## config.mk

```make
export PLATFORM = sky130hd
export DESIGN_NAME = fetch_unit
export DESIGN_NICKNAME = d
export VERILOG_FILES = /design/src/rtl/fetch_pkg.sv /design/src/rtl/next_pc_gen.sv /design/src/rtl/fetch_unit.sv
export SDC_FILE = /design/constraint.sdc
export NUM_CORES = 1
export LEC_CHECK = 0
export ABC_AREA = 0
export CORE_MARGIN = 8
export CORE_UTILIZATION = 40
export CTS_CLUSTER_DIAMETER = 40
export DETAILED_ROUTE_END_ITERATION = 10
export HOLD_SLACK_MARGIN = 0.05
export MAX_ROUTING_LAYER = met4
export PLACE_DENSITY_LB_ADDON = 0.25
export SLEW_MARGIN = 20
export SYNTH_ARGS = -nofsm -noshare
export SYNTH_HDL_FRONTEND = slang
export SYNTH_SLANG_ARGS = --single-unit
```

## constraint.sdc

```tcl
create_clock -name clk -period 6.65 [get_ports clk]
set_clock_uncertainty 0.1 [all_clocks]
set_input_delay 1.6625 -clock clk [delete_from_list [all_inputs] [get_ports clk]]
set_output_delay 1.6625 -clock clk [all_outputs]
set_load 0.02 [all_outputs]
```

## src/rtl/fetch_pkg.sv

```systemverilog
// Shared types and constants for the instruction-fetch stage
// and the multicycle controller that drives it.
package fetch_pkg;

    typedef enum logic [2:0] {
        PC_SEL_SEQ  = 3'b000,
        PC_SEL_BR   = 3'b001,
        PC_SEL_JALR = 3'b010,
        PC_SEL_JAL  = 3'b100
    } pc_sel_t;

    localparam logic [31:0] NOP_INSTR = 32'h0000_0013;

    localparam logic [6:0] OP_LUI    = 7'b0110111;
    localparam logic [6:0] OP_AUIPC  = 7'b0010111;
    localparam logic [6:0] OP_JAL    = 7'b1101111;
    localparam logic [6:0] OP_JALR   = 7'b1100111;
    localparam logic [6:0] OP_BRANCH = 7'b1100011;
    localparam logic [6:0] OP_LOAD   = 7'b0000011;
    localparam logic [6:0] OP_STORE  = 7'b0100011;
    localparam logic [6:0] OP_IMM    = 7'b0010011;
    localparam logic [6:0] OP_REG    = 7'b0110011;

endpackage

```

## src/rtl/next_pc_gen.sv

```systemverilog
// Combinational next-PC target selection and alignment check.
// Unlisted pc_sel encodings fall back to sequential fetch.
module next_pc_gen
    import fetch_pkg::*;
#(
    parameter int XLEN = 32
) (
    input  logic [XLEN-1:0] pc,
    input  logic [2:0]      pc_sel,
    input  logic [XLEN-1:0] br_imm,
    input  logic [XLEN-1:0] jal_imm,
    input  logic [XLEN-1:0] i_imm,
    input  logic [XLEN-1:0] rs1_data,
    output logic [XLEN-1:0] target,
    output logic            misaligned
);

    logic [XLEN-1:0] jalr_sum;

    assign jalr_sum = rs1_data + i_imm;

    always_comb begin
        target = pc + XLEN'(4);
        case (pc_sel)
            PC_SEL_BR:   target = pc + br_imm;
            PC_SEL_JALR: target = {jalr_sum[XLEN-1:1], 1'b0};
            PC_SEL_JAL:  target = pc + jal_imm;
            default:     target = pc + XLEN'(4);
        endcase
    end

    assign misaligned = |target[1:0];

endmodule

```

## src/rtl/fetch_unit.sv

```systemverilog
// Instruction-fetch stage: PC, instruction register, sticky
// misalignment flag and retired-instruction counter.
module fetch_unit
    import fetch_pkg::*;
#(
    parameter int          XLEN     = 32,
    parameter int          IMEM_AW  = 10,
    parameter logic [31:0] RESET_PC = 32'h0000_0000,
    parameter int          CNT_W    = 32
) (
    input  logic               clk,
    input  logic               reset,
    input  logic               fetch_instr,
    input  logic               update_pc,
    input  logic [2:0]         pc_sel,
    input  logic [XLEN-1:0]    br_imm,
    input  logic [XLEN-1:0]    jal_imm,
    input  logic [XLEN-1:0]    i_imm,
    input  logic [XLEN-1:0]    rs1_data,
    output logic [IMEM_AW-1:0] imem_addr,
    input  logic [XLEN-1:0]    imem_rdata,
    output logic [XLEN-1:0]    instr,
    output logic [6:0]         opcode,
    output logic [XLEN-1:0]    pc,
    output logic [XLEN-1:0]    pc_plus4,
    output logic               instr_valid,
    output logic               misalign_err,
    output logic [CNT_W-1:0]   instret
);

    logic [XLEN-1:0] target;
    logic            misaligned;

    next_pc_gen #(
        .XLEN(XLEN)
    ) u_next_pc (
        .pc        (pc),
        .pc_sel    (pc_sel),
        .br_imm    (br_imm),
        .jal_imm   (jal_imm),
        .i_imm     (i_imm),
        .rs1_data  (rs1_data),
        .target    (target),
        .misaligned(misaligned)
    );

    assign imem_addr = pc[IMEM_AW+1:2];
    assign opcode    = instr[6:0];
    assign pc_plus4  = pc + XLEN'(4);

    always_ff @(posedge clk) begin
        if (reset) begin
            pc           <= XLEN'(RESET_PC);
            instr        <= XLEN'(NOP_INSTR);
            instr_valid  <= 1'b0;
            misalign_err <= 1'b0;
            instret      <= '0;
        end else begin
            if (fetch_instr) begin
                instr       <= imem_rdata;
                instr_valid <= 1'b1;
            end
            // A committed PC change wins over a same-cycle fetch on instr_valid.
            if (update_pc && !misalign_err) begin
                if (misaligned) begin
                    misalign_err <= 1'b1;
                end else begin
                    pc          <= target;
                    instret     <= instret + CNT_W'(1);
                    instr_valid <= 1'b0;
                end
            end
        end
    end

endmodule

```

; ---- Word-level counts from Yosys, hierarchy flattened
; Index checks and enable logic that the tools add are counted.
[classes]
n_lt_le_gt_ge = 0
n_shift = 0
eq_ne = 3
add_sub_neg = 5
n_bitwise = 1
mux = 4
n_reduce_logical = 5
div_mod_pow = 0
mul = 0
[ops]
columns = operator, n
row1 = 32-bit adder, 3
row2 = 32-bit case mux with 3 select lines, 1
row3 = 32-bit by 1-bit adder with 32-bit output (second input constant), 1
row4 = 32-bit by 3-bit adder with 32-bit output (second input constant), 1
row5 = 2-bit AND reduction, 2
row6 = 3-bit by 1-bit == test with 1-bit output (second input constant), 1
row7 = 3-bit by 2-bit == test with 1-bit output (second input constant), 1
row8 = 3-bit == test (second input constant), 1
row9 = 1-bit 2-to-1 mux, 3
row10 = 2-bit OR reduction, 1
row11 = 1-bit logical AND, 1
row12 = 1-bit logical NOT, 1
row13 = 1-bit NOT, 1
[totals]
rom_bits = 0
n_memories = 0
latchBits = 0
ramBits = 0
word_cells = 23
register_bits = 98
out_inout_bits = 147

; ---- Depth between registers and ports, before layout
; Gate-level depths: netlist (run 1).
[depth]
word_depth = 5
mapped_depth = 16
ltp_nobuf = 14

; ---- By module
; From an unflattened synthesis (run 1), not the netlist that was laid out.
[hier_totals]
cells_unflattened = 1249
area_unflattened_um2 = 9638.0
[modules_own_cells]
columns = module, seq_area_each_um2, cells_per_inst, area_per_inst_um2, instances
row1 = next_pc_gen, 0.0, 709, 5046.1, 1
row2 = fetch_unit, 1961.9, 540, 4591.9, 1

; ---- Worst setup path before layout (run 1)
; OpenSTA, ideal clock, no wires.
[synth_timing]
path_type = input port to flip-flop
from = in pc_sel[0]
to = reg instret[23]
t_required_ns = 6.422
t_arrival_ns = 5.164
path_slack_ns = 1.258
path_stages = 16
path_cell_list = nor3b_1 > clkbuf_1 > mux2_2 > ha_1 > inv_1 > fa_1 > nor2b_1 > o221ai_1 > or3b_1 > buf_2 > nor4_4 > and3_1 > buf_2 > nand4_1 > xor2_1 > nor2_1
[synth_via]
elab_chain_len = 5
[synth_rtl]
columns = element, line_no
row1 = start: declaration, fetch_unit.sv:15  ; input logic [2:0] pc_sel,
row2 = 3-bit == test (tied with other cells), next_pc_gen.sv:24  ; case (pc_sel)
row3 = 32-bit case mux with 3 select lines *, next_pc_gen.sv:24
row4 = 2-bit OR reduction *, next_pc_gen.sv:32  ; assign misaligned = |target[1:0];
row5 = 1-bit NOT (no line) *, --
row6 = 2-bit AND reduction (no line) *, --
row7 = end signal: assignment, fetch_unit.sv:69  ; instret <= instret + CNT_W'(1);
row8 = end: declaration, fetch_unit.sv:28  ; output logic [CNT_W-1:0] instret
; Mark *: on every way between the ends. The rest lies on a longest branch, timed or not.
; A chain may end at the register's enable or synchronous reset.

; ---- Worst setup path in the final report (run 1)
[layout_timing]
from = in pc_sel[2]
to = reg pc[29]
[layout_via]
elab_chain_len = 5
[layout_rtl]
columns = element, line_no
row1 = 3-bit == test (tied with other cells), next_pc_gen.sv:24
row2 = 32-bit case mux with 3 select lines *, next_pc_gen.sv:24
row3 = 2-bit OR reduction, next_pc_gen.sv:32
row4 = 1-bit NOT (no line), --
row5 = 2-bit AND reduction (no line), --
row6 = end signal: assignment, fetch_unit.sv:53  ; pc <= XLEN'(RESET_PC);
row7 = end signal: assignment, fetch_unit.sv:68  ; pc <= target;
row8 = end: declaration, fetch_unit.sv:24  ; output logic [XLEN-1:0] pc,
; Marks and branches as above.

==> summary.md, run 1 <==
| Metric | Value |
|---|---|
| First-pass detailed-route iteration total | 5 |
| Number of DRC markers in iteration 0 | between 700 and 800 |
| Max stage delay cell, worst path | clkdlybuf4s50_1 |
| Cell variety after synth | between 60 and 70 |
| Critical path's top delay family | compound AO/OA/AOI/OAI gates |
| Core outline area | 20890 um2 |
| Die Footprint | 26050 um2 |
| Overall die height | approximately 160 um |
| Tmin final | around 5.5 ns |
| Cell area after placement | around 12000 um2 |
| Dominant synthesized flop cell | dfxtp_1 |
| Synthesized net count | approximately 1300 |
| Worst r2r src | pc[0]$_SDFFE_PP0P_ |
| Number of placement rows | 53 |
| Drt wl/cell | ~19 um |
| DR DRC count | 0 |
| Cell chosen for the clock root | clkbuf_16 |
| Cts bufs inserted | 9 |
| Final hold violation count | 0 |
| Global-route wire length before repair | between 40000 and 50000 um |
| TritonCTS clock tree | done |
| Antenna diodes | 0 |
| Seq cells post-synth | between 90 and 100 |
| Worst setup startpoint | pc_sel[2] |
| Capture point of the worst path | pc[29]$_SDFFE_PP0P_ |
| Transition time of the tightest slew-check pin | 1.002 ns |
| Worst path bufs/invs | 2 |
| Data required time at the worst endpoint | ~6.8 ns |
| Instance count of the mapped netlist | 1079 |
| CP peak stage delay | about 0.56 ns |
| Data arrival, critical path | about 5.7 ns |
| Number of placed I/O pins | around 310 |
| Setup repair after global routing missed its margin | no |
| Outcome | complete, no violations |
| Depth of the most critical reg-to-reg path | 11 |
| Leakage dissipation | between 4 and 5 nW |
| Largest net degree at the start of global routing | between 60 and 70 |
| Path class of the lowest-slack min-delay path | flop to flop |
| Share of flip-flops with an asynchronous set or reset | 0% |
| Kind of start point of the critical path | input pin |
| Final routed wirelength across all metal layers | a little over 30000 um |
| Highest ir drop seen on vdd | roughly 0.00011 V |
| Flop-to-flop setup slack | 3.19 ns |
| Total via count in the routed design | between 8000 and 9000 |
| Routed vias/inst | about 5.5 |
| Postcts setup bufs | 0 |
| Starting density of the core | roughly 40% |
| Buffer depth of the longest clock path | 2 |
| Total negative setup slack | 0 ns |
| Sequential area share after synthesis | 23.20% |
| Count of cells resized by post-cts repair | 0 |
| Final slew viol count | 0 |
| Fmax | between 150 and 200 MHz |
| Dpl hpwl | roughly 25000 um |
| Netlist area before placement | approximately 8500 um2 |
| Critical Path End Type | flop |
| Slew margin rel. | about a third |
| Layout cell share with drive strength beyond 1 | between 5 and 6% |
| Post-route cell area | roughly 12000 um2 |
| Horiz. Die Dim | 161.4 um |
| Count of clock tree sinks | 98 |
| Final weighted congestion in routability-driven placement | roughly 0.92 |
| Reg-to-reg endpoint | instret[23]$_SDFFE_PP0P_ |
| Remaining Overflow, GRT | 0 |
| Hold-fix buffers at CTS | 0 |
| CP Cell Sequence | clkdlybuf4s50_1 -> nor3b_2 -> buf_4 -> mux2_2 -> ha_1 -> a21o_1 -> a21oi_1 -> a21oi_1 -> o31ai_1 -> o41ai_1 -> a221oi_1 -> o21ai_0 -> mux2i_1 -> o21ai_0 |
| Final worst path period share | 82.88% |
| Clock latency on the worst-skew pair | 0.36 ns |
| Antenna Violating Nets Remaining | 0 |
| Final core area utilization | roughly 57% |
| Yosys warnings | 0 |
| Power density of the placed cells | ~190 nW/um2 |
| Number of flops mapped to enable cells by yosys | 0 |
| Category of the critical setup timing path | input pin to flop |
| Count of endpoints failing setup in the final report | 0 |
| Path length in cells of the critical path | 14 |
| Clock-pin transition on the worst setup and hold timing paths | 0.08 ns |
| Vias in the first global route | 8658 |
| Global Route Usage Sum | a little under a quarter |
| Initial antenna violation count | 0 |
| Net total in the final layout | around 1600 |
| Area growth from synthesis to layout | 41.65% |
| Critical-path maximum fanout | 16 |
| Level count of the clock H-tree | 3 |
| Count of max-cap constraint violations | 0 |
| Mean post-synth cell area | ~8 um2 |
| Port Buffer Count | ~310 |
-- synth_stat cells (all sizes together), types with 3 or more instances --
master / count / area, um2
a2111oi: 4 / 36.29
a211o: 3 / 26.28
a211oi: 14 / 105.1
a21o: 27 / 202.7
a21oi: 94 / 470.5
a221o: 7 / 70.07
a221oi: 15 / 131.4
a22oi: 4 / 30.03
a311oi: 7 / 61.31
a41oi: 3 / 26.28
and2: 6 / 37.54
and3: 20 / 125.1
and4: 5 / 43.79
buf: 27 / 176.4
clkbuf: 47 / 176.4
dfxtp: 98 / 1962
ha: 67 / 838.3
inv: 23 / 86.33
mux2: 32 / 360.4
mux2i: 32 / 320.3
nand2: 80 / 300.3
nand2b: 8 / 50.05
nand3: 41 / 210.2
nand3b: 3 / 22.52
nand4: 19 / 118.9
nor2: 126 / 473.0
nor2b: 10 / 62.56
nor3: 27 / 135.1
nor3b: 5 / 48.80
o2111ai: 4 / 35.03
o21a: 5 / 37.54
o21ai: 53 / 265.3
o21bai: 12 / 90.09
o22ai: 3 / 18.77
o31ai: 3 / 22.52
or2: 3 / 18.77
or3: 6 / 37.54
xnor2: 53 / 464.2
xor2: 56 / 490.5
-- cell families after synthesis --
family | share of synthesized area, %
buffers and inverters | 5.194
multiplexers | 8.050
AND/OR/NAND/NOR | 20.54
adder cells (fa/ha/maj) | 10.39
AO/OA/AOI/OAI | 21.34
XOR/XNOR | 11.29
flip-flops | 23.20
-- how the worst min path moves through the flow --
| stage | end | slack (ns) | startpoint | depth (start not counted) |
|---|---|---|---|---|
| CTS | instr_valid$_SDFF_PP0_ | 0.38 | instr_valid$_SDFF_PP0_ | 2 |
| global placement | instr_valid$_SDFF_PP0_ | 0.37 | instr_valid$_SDFF_PP0_ | 2 |
| finish | instr_valid$_SDFF_PP0_ | 0.38 | instr_valid$_SDFF_PP0_ | 2 |
| global route | instr_valid$_SDFF_PP0_ | 0.41 | instr_valid$_SDFF_PP0_ | 2 |
| detailed placement | instr_valid$_SDFF_PP0_ | 0.37 | instr_valid$_SDFF_PP0_ | 2 |
| floorplan | instr_valid$_SDFF_PP0_ | 0.45 | instr_valid$_SDFF_PP0_ | 2 |
-- cell type report --
cell class	instances	area (um2)
Clock inverter	7	92.59
Sequential cell	98	1962
Fill cell	1965	8911
Clock buffer	9	225.2
Timing Repair Buffer	323	3201
Tap cell	275	344.1
Inverter	23	86.33
Multi-Input combinational cell	884	6067
-- layer usage --
metal  wire length (um)  global-route usage (%)  vias up
li1                   -                       -     4419
met1              13560                   29.66     4126
met2              14060                   36.52      367
met3               2440                   5.243       38
met4                612                   6.987        0
met5                  0                       -        -
-- power by group --
part	switching [W]	internal (W)	leakage (nW)
Combinational	0.000524	0.000454	3.82
Sequential	0.0000576	0.000623	0.803
Clock	0.000263	0.000303	0.156
-- flip-flops by register name (all words and copies together), names as in the netlist --
name          count
instret          32
instr_valid       1
misalign_err      1
pc               32
instr            32
-- worst min-delay path, delay by kind of cell (launching register included) --
family,cells,cell delay [ns]
flip-flops,1,0.31
AND/OR/NAND/NOR,2,0.13
-- cell usage in the layout, fill, tap and decap left out, types with 8 or more instances in the layout --
master,count
nand2b_1,8
nand4_1,19
mux2_2,32
a211oi_1,14
nor3_1,27
a21o_1,27
a221oi_1,15
o21bai_1,12
inv_1,23
a21oi_1,94
nand3_1,40
o21ai_0,52
dfxtp_1,98
ha_1,67
nand2_1,80
mux2i_1,32
buf_4,11
xnor2_1,53
nor2_1,125
clkdlybuf4s50_1,311
nor2b_1,10
clkbuf_16,9
and3_1,20
xor2_1,56
-- metrics by stage --
step	power (W)	hold slack, ns	setup slack (ns)	cells
after floorplan	0.001271	0.4478	1.259	1079
after global routing	0.002345	0.4103	0.7703	1619
final	0.002224	0.3784	1.138	1619
after detailed placement	0.001663	0.3688	0.7954	1603
after CTS	0.002231	0.3822	1.159	1619
after global placement	0.001654	0.3659	0.8557	1603
Power figures use the tool's default switching activity.
==> run 2, diff against run 1 <==
- clock period: 6.65 -> 4.5 ns (I/O delays scaled with it)
==> run 2 against run 1 <==
  * First-iteration DRC count is 5.5% lower
  * Setup slack worse by 1.0 ns
  * Clock power is 38% higher
  * Register-to-register slack worse by 1.8 ns
  * Flip-flop and latch count stayed put
  * Highest routed layer unchanged
  * Non-clock buffer count is 100 higher
  * Count of clock-buffer cells in the layout stayed put
==> summary.md, run 2 (synthesized netlist as in run 1, its figures left out) <==
| Metric | Value |
|---|---|
| PnR Total Power | about 0.0034 W |
| Number of DRC markers in iteration 0 | ~760 |
| Share of total power in sequential cells | between 20 and 30% |
| Core outline area | roughly 21000 um2 |
| Commonest non-fill, non-tap cells in the layout | 308 x clkdlybuf4s50_1, 125 x nor2_1, 106 x buf_4, 97 x dfxtp_1, 89 x a21oi_1 |
| Outcome | complete, no violations |
| Multi-input gate area | between 6000 and 7000 um2 |
| Fillers | 1934 |
| Remaining Overflow, GRT | 0 |
| Tmin final | 4.376 ns |
| Category of the critical setup timing path | input pin to flop |
| Total negative setup slack | 0 ns |
| Total via count in the routed design | ~9400 |
| Data required time at the worst endpoint | ~4.6 ns |
| Largest net degree at the start of global routing | between 60 and 70 |
| Horiz. Die Dim | 161.4 um |
| Final core area utilization | 61.66% |
| Clock-pin transition on the worst setup and hold timing paths | ~0.080 ns |
| Area growth from synthesis to layout | 52.32% |
| Routed vias/inst | roughly 5.5 |
| Final routed wirelength across all metal layers | about 31000 um |
| Logic gate share of total power | between 40% and 50% |
| DR DRC count | 0 |
| Starting density of the core | around two fifths |
| Cts bufs inserted | 9 |
| Die Footprint | around 26000 um2 |
| Final slew viol count | 0 |
| First-pass detailed-route iteration total | 5 |
| Count of max-cap constraint violations | 0 |
| Path class of the lowest-slack min-delay path | flop to flop |
| Vias in the first global route | about 9400 |
| TritonCTS clock tree | done |
| Level count of the clock H-tree | 3 |
| Clock latency on the worst-skew pair | roughly 0.36 ns |
| Net total in the final layout | roughly 1700 |
| Final hold violation count | 0 |
| Area taken by flip-flops and latches | ~2000 um2 |
| Global-route wire length before repair | between 40000 and 50000 um |
| Initial antenna violation count | 0 |
| Final weighted congestion in routability-driven placement | between 0.9 and 1 |
| Final worst path period share | between 90% and 100% |
| Regs by FF count | instr x32, instret x32, pc x32 |
| Antenna Violating Nets Remaining | 0 |
| Leading cell type in the layout, fill and taps excluded | clkdlybuf4s50_1 |
| Clock group share of total power | between 20% and 30% |
| Overall die height | 161.4 um |
| Layout cell share with drive strength beyond 1 | between 10% and 20% |
| Transition time of the tightest slew-check pin | roughly 0.98 ns |
| Count of clock tree sinks | 98 |
| Switching pwr | between 0.001 and 0.0015 W |
| Power density of the placed cells | 265.1 nW/um2 |
| Drt wl/cell | 18.21 um |
| Slew margin rel. | between 30% and 40% |
| Cell chosen for the clock root | clkbuf_16 |
| Critical Path End Type | flop |
| Buffer depth of the longest clock path | 2 |
| Port Buffer Count | around 310 |
| Cell-internal power | roughly 0.0021 W |
| Hold-fix buffers at CTS | 0 |
| Highest ir drop seen on vdd | 0.0001531 V |
| Number of placed I/O pins | ~310 |
| Global Route Usage Sum | between 20% and 30% |
| Antenna diodes | 0 |
| Leakage dissipation | 5.338 nW |
| Number of placement rows | 53 |
| Critical-path maximum fanout | 11 |
| Fmax | 228.5 MHz |
| Data arrival, critical path | 4.49 ns |
| Kind of start point of the critical path | input pin |
| Setup repair after global routing missed its margin | yes |
| Net Sw Frac | between 30 and 40% |
| Dpl hpwl | about 25000 um |
| Count of endpoints failing setup in the final report | 0 |
==> run 2: critical path, stage by stage <==
cell             delay (ns)
clkdlybuf4s50_1        0.48
nor3b_4                0.19
buf_6                  0.15
buf_6                  0.16
buf_8                  0.18
mux2_2                 0.37
ha_1                   0.29
a21o_1                 0.17
a21o_1                 0.17
a21o_1                 0.19
a21oi_1                0.16
nor2_1                 0.07
a311oi_2               0.30
xnor2_1                0.14
a221oi_2               0.23
a211oi_1               0.11
==> run 2: final timing paths <==
| check | from | to | slack [ns] | cells after the start |
|---|---|---|---|---|
| worst min-delay path | instr_valid$_SDFF_PP0_ | instr_valid$_SDFF_PP0_ | 0.38 | 2 |
| worst max register to register | pc[0]$_SDFFE_PP0P_ | instret[22]$_SDFFE_PP0P_ | 1.35 | 10 |
| worst min register to register | instr_valid$_SDFF_PP0_ | instr_valid$_SDFF_PP0_ | 0.38 | 2 |
| worst max-delay path | pc_sel[2] | pc[28]$_SDFFE_PP0P_ | 0.12 | 16 |
==> run 2: final cells by class <==
| type | instances | share of cell area, % |
|---|---|---|
| clock buffers | 9 | 1.749 |
| clock inverters | 7 | 0.5343 |
| inverters | 23 | 0.6703 |
| multi-input cells | 884 | 48.22 |
| flip-flops and latches | 98 | 15.24 |
| well taps | 275 | 2.671 |
| repair buffers | 423 | 30.91 |
==> run 2: through the flow <==
stage | cells | instance area [um2] | hold WS, ns | setup slack, ns
global placement | 1698 | 12380 | 0.3681 | -0.5183
detailed placement | 1698 | 12380 | 0.3729 | -0.5261
finish | 1719 | 12880 | 0.3836 | 0.1244
CTS | 1716 | 12760 | 0.3874 | 0.008469
floorplan | 1079 | 8478 | 0.4478 | 0.03171
global route | 1719 | 12880 | 0.4226 | -0.02491
==> run 2: per-layer routing <==
layer | GRT usage (%) | up-vias | part of all wire [%]
li1 | - | 4620 | -
met1 | 28.80 | 4369 | 43
met2 | 37.95 | 370 | 47
met3 | 5.116 | 50 | 7.6
met4 | 7.702 | 0 | 2.3
met5 | - | - | 0
==> run 2: power by group through the flow <==
| stage | registers [W] | logic, W | clock network [W] |
|---|---|---|---|
| final | 0.000999 | 0.00163 | 0.000783 |
| after global routing | 0.00101 | 0.00176 | 0.000833 |
| after CTS | 0.000997 | 0.00160 | 0.000795 |
| after detailed placement | 0.00102 | 0.00157 | 0 |
| after global placement | 0.00102 | 0.00156 | 0 |
| after floorplan | 0.00107 | 0.000814 | 0 |
==> run 2: repair_timing <==
item	in CTS	in global routing
gates resized for setup	17	26
buffers inserted	2	3
pin swaps	4	19
endpoints found under the setup margin	17	41
==> run 3, diff against run 2 <==
- SYNTH_HIERARCHICAL: not set -> 1
==> run 3 against run 2 <==
  * Via count grew 15%
  * Power shrank 4.9%
  * Combinational power shrank 9%
  * Register-to-register slack lost 0.14 ns
  * Sequential share of layout area shrank 1.6 points
  * Critical path depth grew 1
  * Core utilization shrank 1.5 points
  * Highest routed layer unchanged
  * Cell count grew 14%
  * Maximum frequency grew 5.6%
  * First-iteration DRC count grew 3.4%
==> summary.md, run 3 <==
| Metric | Value |
|---|---|
| TritonCTS clock tree | done |
| Global Route Usage Sum | 25.31% |
| Number of DRC markers in iteration 0 | roughly 800 |
| Fmax | 241.4 MHz |
| Starting density of the core | about two fifths |
| Path class of the lowest-slack min-delay path | flop to flop |
| Initial antenna violation count | 0 |
| Dominant synthesized flop cell | dfxtp_1 |
| Min-Delay Path Depth | 2 |
| Number of placement rows | 57 |
| Regs by FF count | instr x32, instret x32, pc x32 |
| Remaining Overflow, GRT | 0 |
| Critical path's top delay family | compound AO/OA/AOI/OAI gates |
| Cts bufs inserted | 9 |
| Final hold violation count | 0 |
| Leading cell type in the layout, fill and taps excluded | clkdlybuf4s50_1 |
| Dpl hpwl | a little under 30000 um |
| Total via count in the routed design | about 11000 |
| Final weighted congestion in routability-driven placement | 0.9492 |
| Port Buffer Count | ~310 |
| Highest ir drop seen on vdd | approximately 0.0002 V |
| Global-route wire length before repair | approximately 57000 um |
| Antenna diodes | 0 |
| Final core area utilization | about three fifths |
| Most frequent cell after synthesis | nand2_1 |
| Fraction of synthesized cell area taken by the top area cell type | 20.36% |
| Leakage dissipation | ~5.7 nW |
| Power density of the placed cells | between 200 and 250 nW/um2 |
| Number of flops mapped to enable cells by yosys | 0 |
| Count of clock tree sinks | about 100 |
| Multi-input gate area | roughly 7400 um2 |
| Sequential area share after synthesis | roughly 20% |
| Critical-path maximum fanout | 8 |
| CP Cell Sequence | dlymetal6s2s_1 -> nor3b_4 -> buf_12 -> buf_12 -> mux2_2 -> ha_1 -> buf_4 -> o21ai_1 -> a211oi_4 -> o311ai_2 -> a31oi_2 -> o211a_1 -> nor4_2 -> o21ai_1 -> nand3_1 -> nand2_1 -> a21oi_1 |
| Final routed wirelength across all metal layers | approximately 38000 um |
| Met1 Usage GRT | 31.25% |
| Path length in cells of the critical path | 17 |
| Share of flip-flops with an asynchronous set or reset | 0% |
| Data required time at the worst endpoint | 4.69 ns |
| Fillers | between 2000 and 2500 |
| Horiz. Die Dim | 171.2 um |
| Busiest layer in global routing | met2 |
| Number of cells in the design after placement | 1944 |
| Clock latency on the worst-skew pair | roughly 0.36 ns |
| Worst r2r src | pc[3]$_SDFFE_PP0P_ |
| Routed vias/inst | ~5.5 |
| Reg-to-reg endpoint | pc[30]$_SDFFE_PP0P_ |
| GR met3 Demand/Resource | 7.712% |
| CP peak stage delay | between 0.3 and 0.4 ns |
| Leading cell types by total area after synthesis | dfxtp_1 20%, ha_1 8.8%, xnor2_1 6.4% |
| Cell chosen for the clock root | clkbuf_16 |
| Tmin final | slightly above 4 ns |
| Critical hold path startpoint | instr[7]$_SDFFE_PP0P_ |
| DR DRC count | 0 |
| Number of placed I/O pins | roughly 310 |
| Data arrival, critical path | about 4.3 ns |
| Kind of start point of the critical path | input pin |
| Total negative setup slack | 0 ns |
| Transition time of the tightest slew-check pin | between 1 and 1.5 ns |
| Clock-pin transition on the worst setup and hold timing paths | ~0.08 ns |
| Setup repair after global routing missed its margin | no |
| Net total in the final layout | between 1500 and 2000 |
| GRT met2 Usage | 39.67% |
| Layout cell share with drive strength beyond 1 | 15.55% |
| Commonest non-fill, non-tap cells in the layout | 308 x clkdlybuf4s50_1, 150 x nand2_1, 135 x buf_4, 105 x nor2_1 |
| Slew margin rel. | 32.99% |
| Count of max-cap constraint violations | 0 |
| Core outline area | 23960 um2 |
| Worst path bufs/invs | 4 |
| First-pass detailed-route iteration total | 5 |
| Flop-to-flop setup slack | between 1 and 1.5 ns |
| Category of the critical setup timing path | input pin to flop |
| Seq cells post-synth | 98 |
| Final slew viol count | 0 |
| Count of endpoints failing setup in the final report | 0 |
| Cell variety after synth | about 90 |
| Depth of the most critical reg-to-reg path | 11 |
| Mean post-synth cell area | 7.717 um2 |
| Critical Path End Type | flop |
| Antenna Violating Nets Remaining | 0 |
| Buffer depth of the longest clock path | 2 |
| Area growth from synthesis to layout | 49.60% |
| Final worst path period share | between 90 and 100% |
| Leading area contributor after synthesis | dfxtp_1 |
| Synthesized net count | around 1500 |
| Area taken by flip-flops and latches | ~2000 um2 |
| End point of the worst hold path | instr[7]$_SDFFE_PP0P_ |
| Drt wl/cell | around 19 um |
| Instance count of the mapped netlist | ~1200 |
| Commonest cells in the netlist | 150 x nand2_1, 106 x nor2_1, 105 x a21oi_1 |
| Die Footprint | 29320 um2 |
| Max stage delay cell, worst path | mux2_2 |
| Netlist area before placement | 9638 um2 |
| Outcome | complete, no violations |
| Level count of the clock H-tree | 3 |
| Final standard cell count with taps included and fillers excluded | between 1500 and 2000 |
| Vias in the first global route | ~11000 |
| Yosys warnings | 6 |
| Overall die height | roughly 170 um |
| Largest net degree at the start of global routing | around 110 |
## run 3: changes by cell type after synthesis, sizes merged, moves of 11 or more
cell	change
nand2	+71
xor2	-19
nor4	+12
nand3	+13
o221ai	+13
or4	+15
nand4	+22
a221oi	-14
inv	+12
xnor2	+17
o31ai	+11
nor2	-18
a21oi	+12
## run 3: layout make-up
cell class,instances,area share [%]
repair buffers,452,29.37
inverters,35,0.9111
flip-flops and latches,98,13.61
clock inverters,7,0.4859
well taps,324,2.812
multi-input cells,1039,51.25
clock buffers,9,1.562
## run 3: how the worst max path moves through the flow
stage,startpoint,endpoint,slack [ns]
CTS,pc_sel[0],pc[28]$_SDFFE_PP0P_,-0.02
finish,pc_sel[1],pc[30]$_SDFFE_PP0P_,0.36
global placement,pc_sel[1],pc[29]$_SDFFE_PP0P_,-0.37
detailed placement,pc_sel[1],pc[29]$_SDFFE_PP0P_,-0.44
floorplan,pc_sel[1],instret[27]$_SDFFE_PP0P_,0.03
global route,pc[3]$_SDFFE_PP0P_,pc_plus4[18],0.17
## run 3: cell families (layout without fill, tap and decap cells)
family,after synthesis,count (layout),synth area share (%)
muxes,74,74,8.192
adders and majority gates,70,70,9.243
DFF,98,98,20.36
buffers and inverters,112,503,5.582
AOI/OAI and AO/OA,295,295,20.42
xor gates and xnor gates,107,107,9.723
and+or+nand+nor,493,493,26.48
## run 3: routing by layer
layer | part of all wire, % | up-vias | routed length, um
met5 | 0 | - | 0
met1 | 43 | 4994 | 16320
met3 | 9.8 | 42 | 3710
met4 | 2.1 | 0 | 810
met2 | 45 | 432 | 17000
li1 | - | 5322 | -
## run 3: metrics by stage
step | hold slack [ns] | power, W | area [um2] | worst slack, ns
floorplan | 0.4478 | 0.001756 | 9659 | 0.02744
finish | 0.3984 | 0.003247 | 14420 | 0.3574
CTS | 0.4019 | 0.003222 | 14180 | -0.02216
detailed placement | 0.3830 | 0.002415 | 13830 | -0.4387
global route | 0.4325 | 0.003419 | 14420 | 0.1734
global placement | 0.3623 | 0.002416 | 13830 | -0.3727
## run 3: worst register-to-register path, delay by kind of cell, from the launching register on
kind / cells / cell delay [ns]
compound gates: 5 / 1.18
simple gates: 5 / 0.98
flops: 1 / 0.61
fa+ha+maj: 1 / 0.29
## run 3: what timing repair did
item                                    in CTS  in global routing
cloned                                       0                  1
resized for setup                            8                 37
hold buffers                                 0                  0
setup buffers                                0                  3
pin swaps                                    3                 19
endpoints found under the setup margin      12                 38
## run 3: where the power goes
group | internal [W] | total (W) | leakage, nW | switching (W)
Combinational | 0.000718 | 0.00149 | 4.74 | 0.000770
Clock | 0.000393 | 0.000787 | 0.147 | 0.000395
Sequential | 0.000910 | 0.000972 | 0.799 | 0.0000614
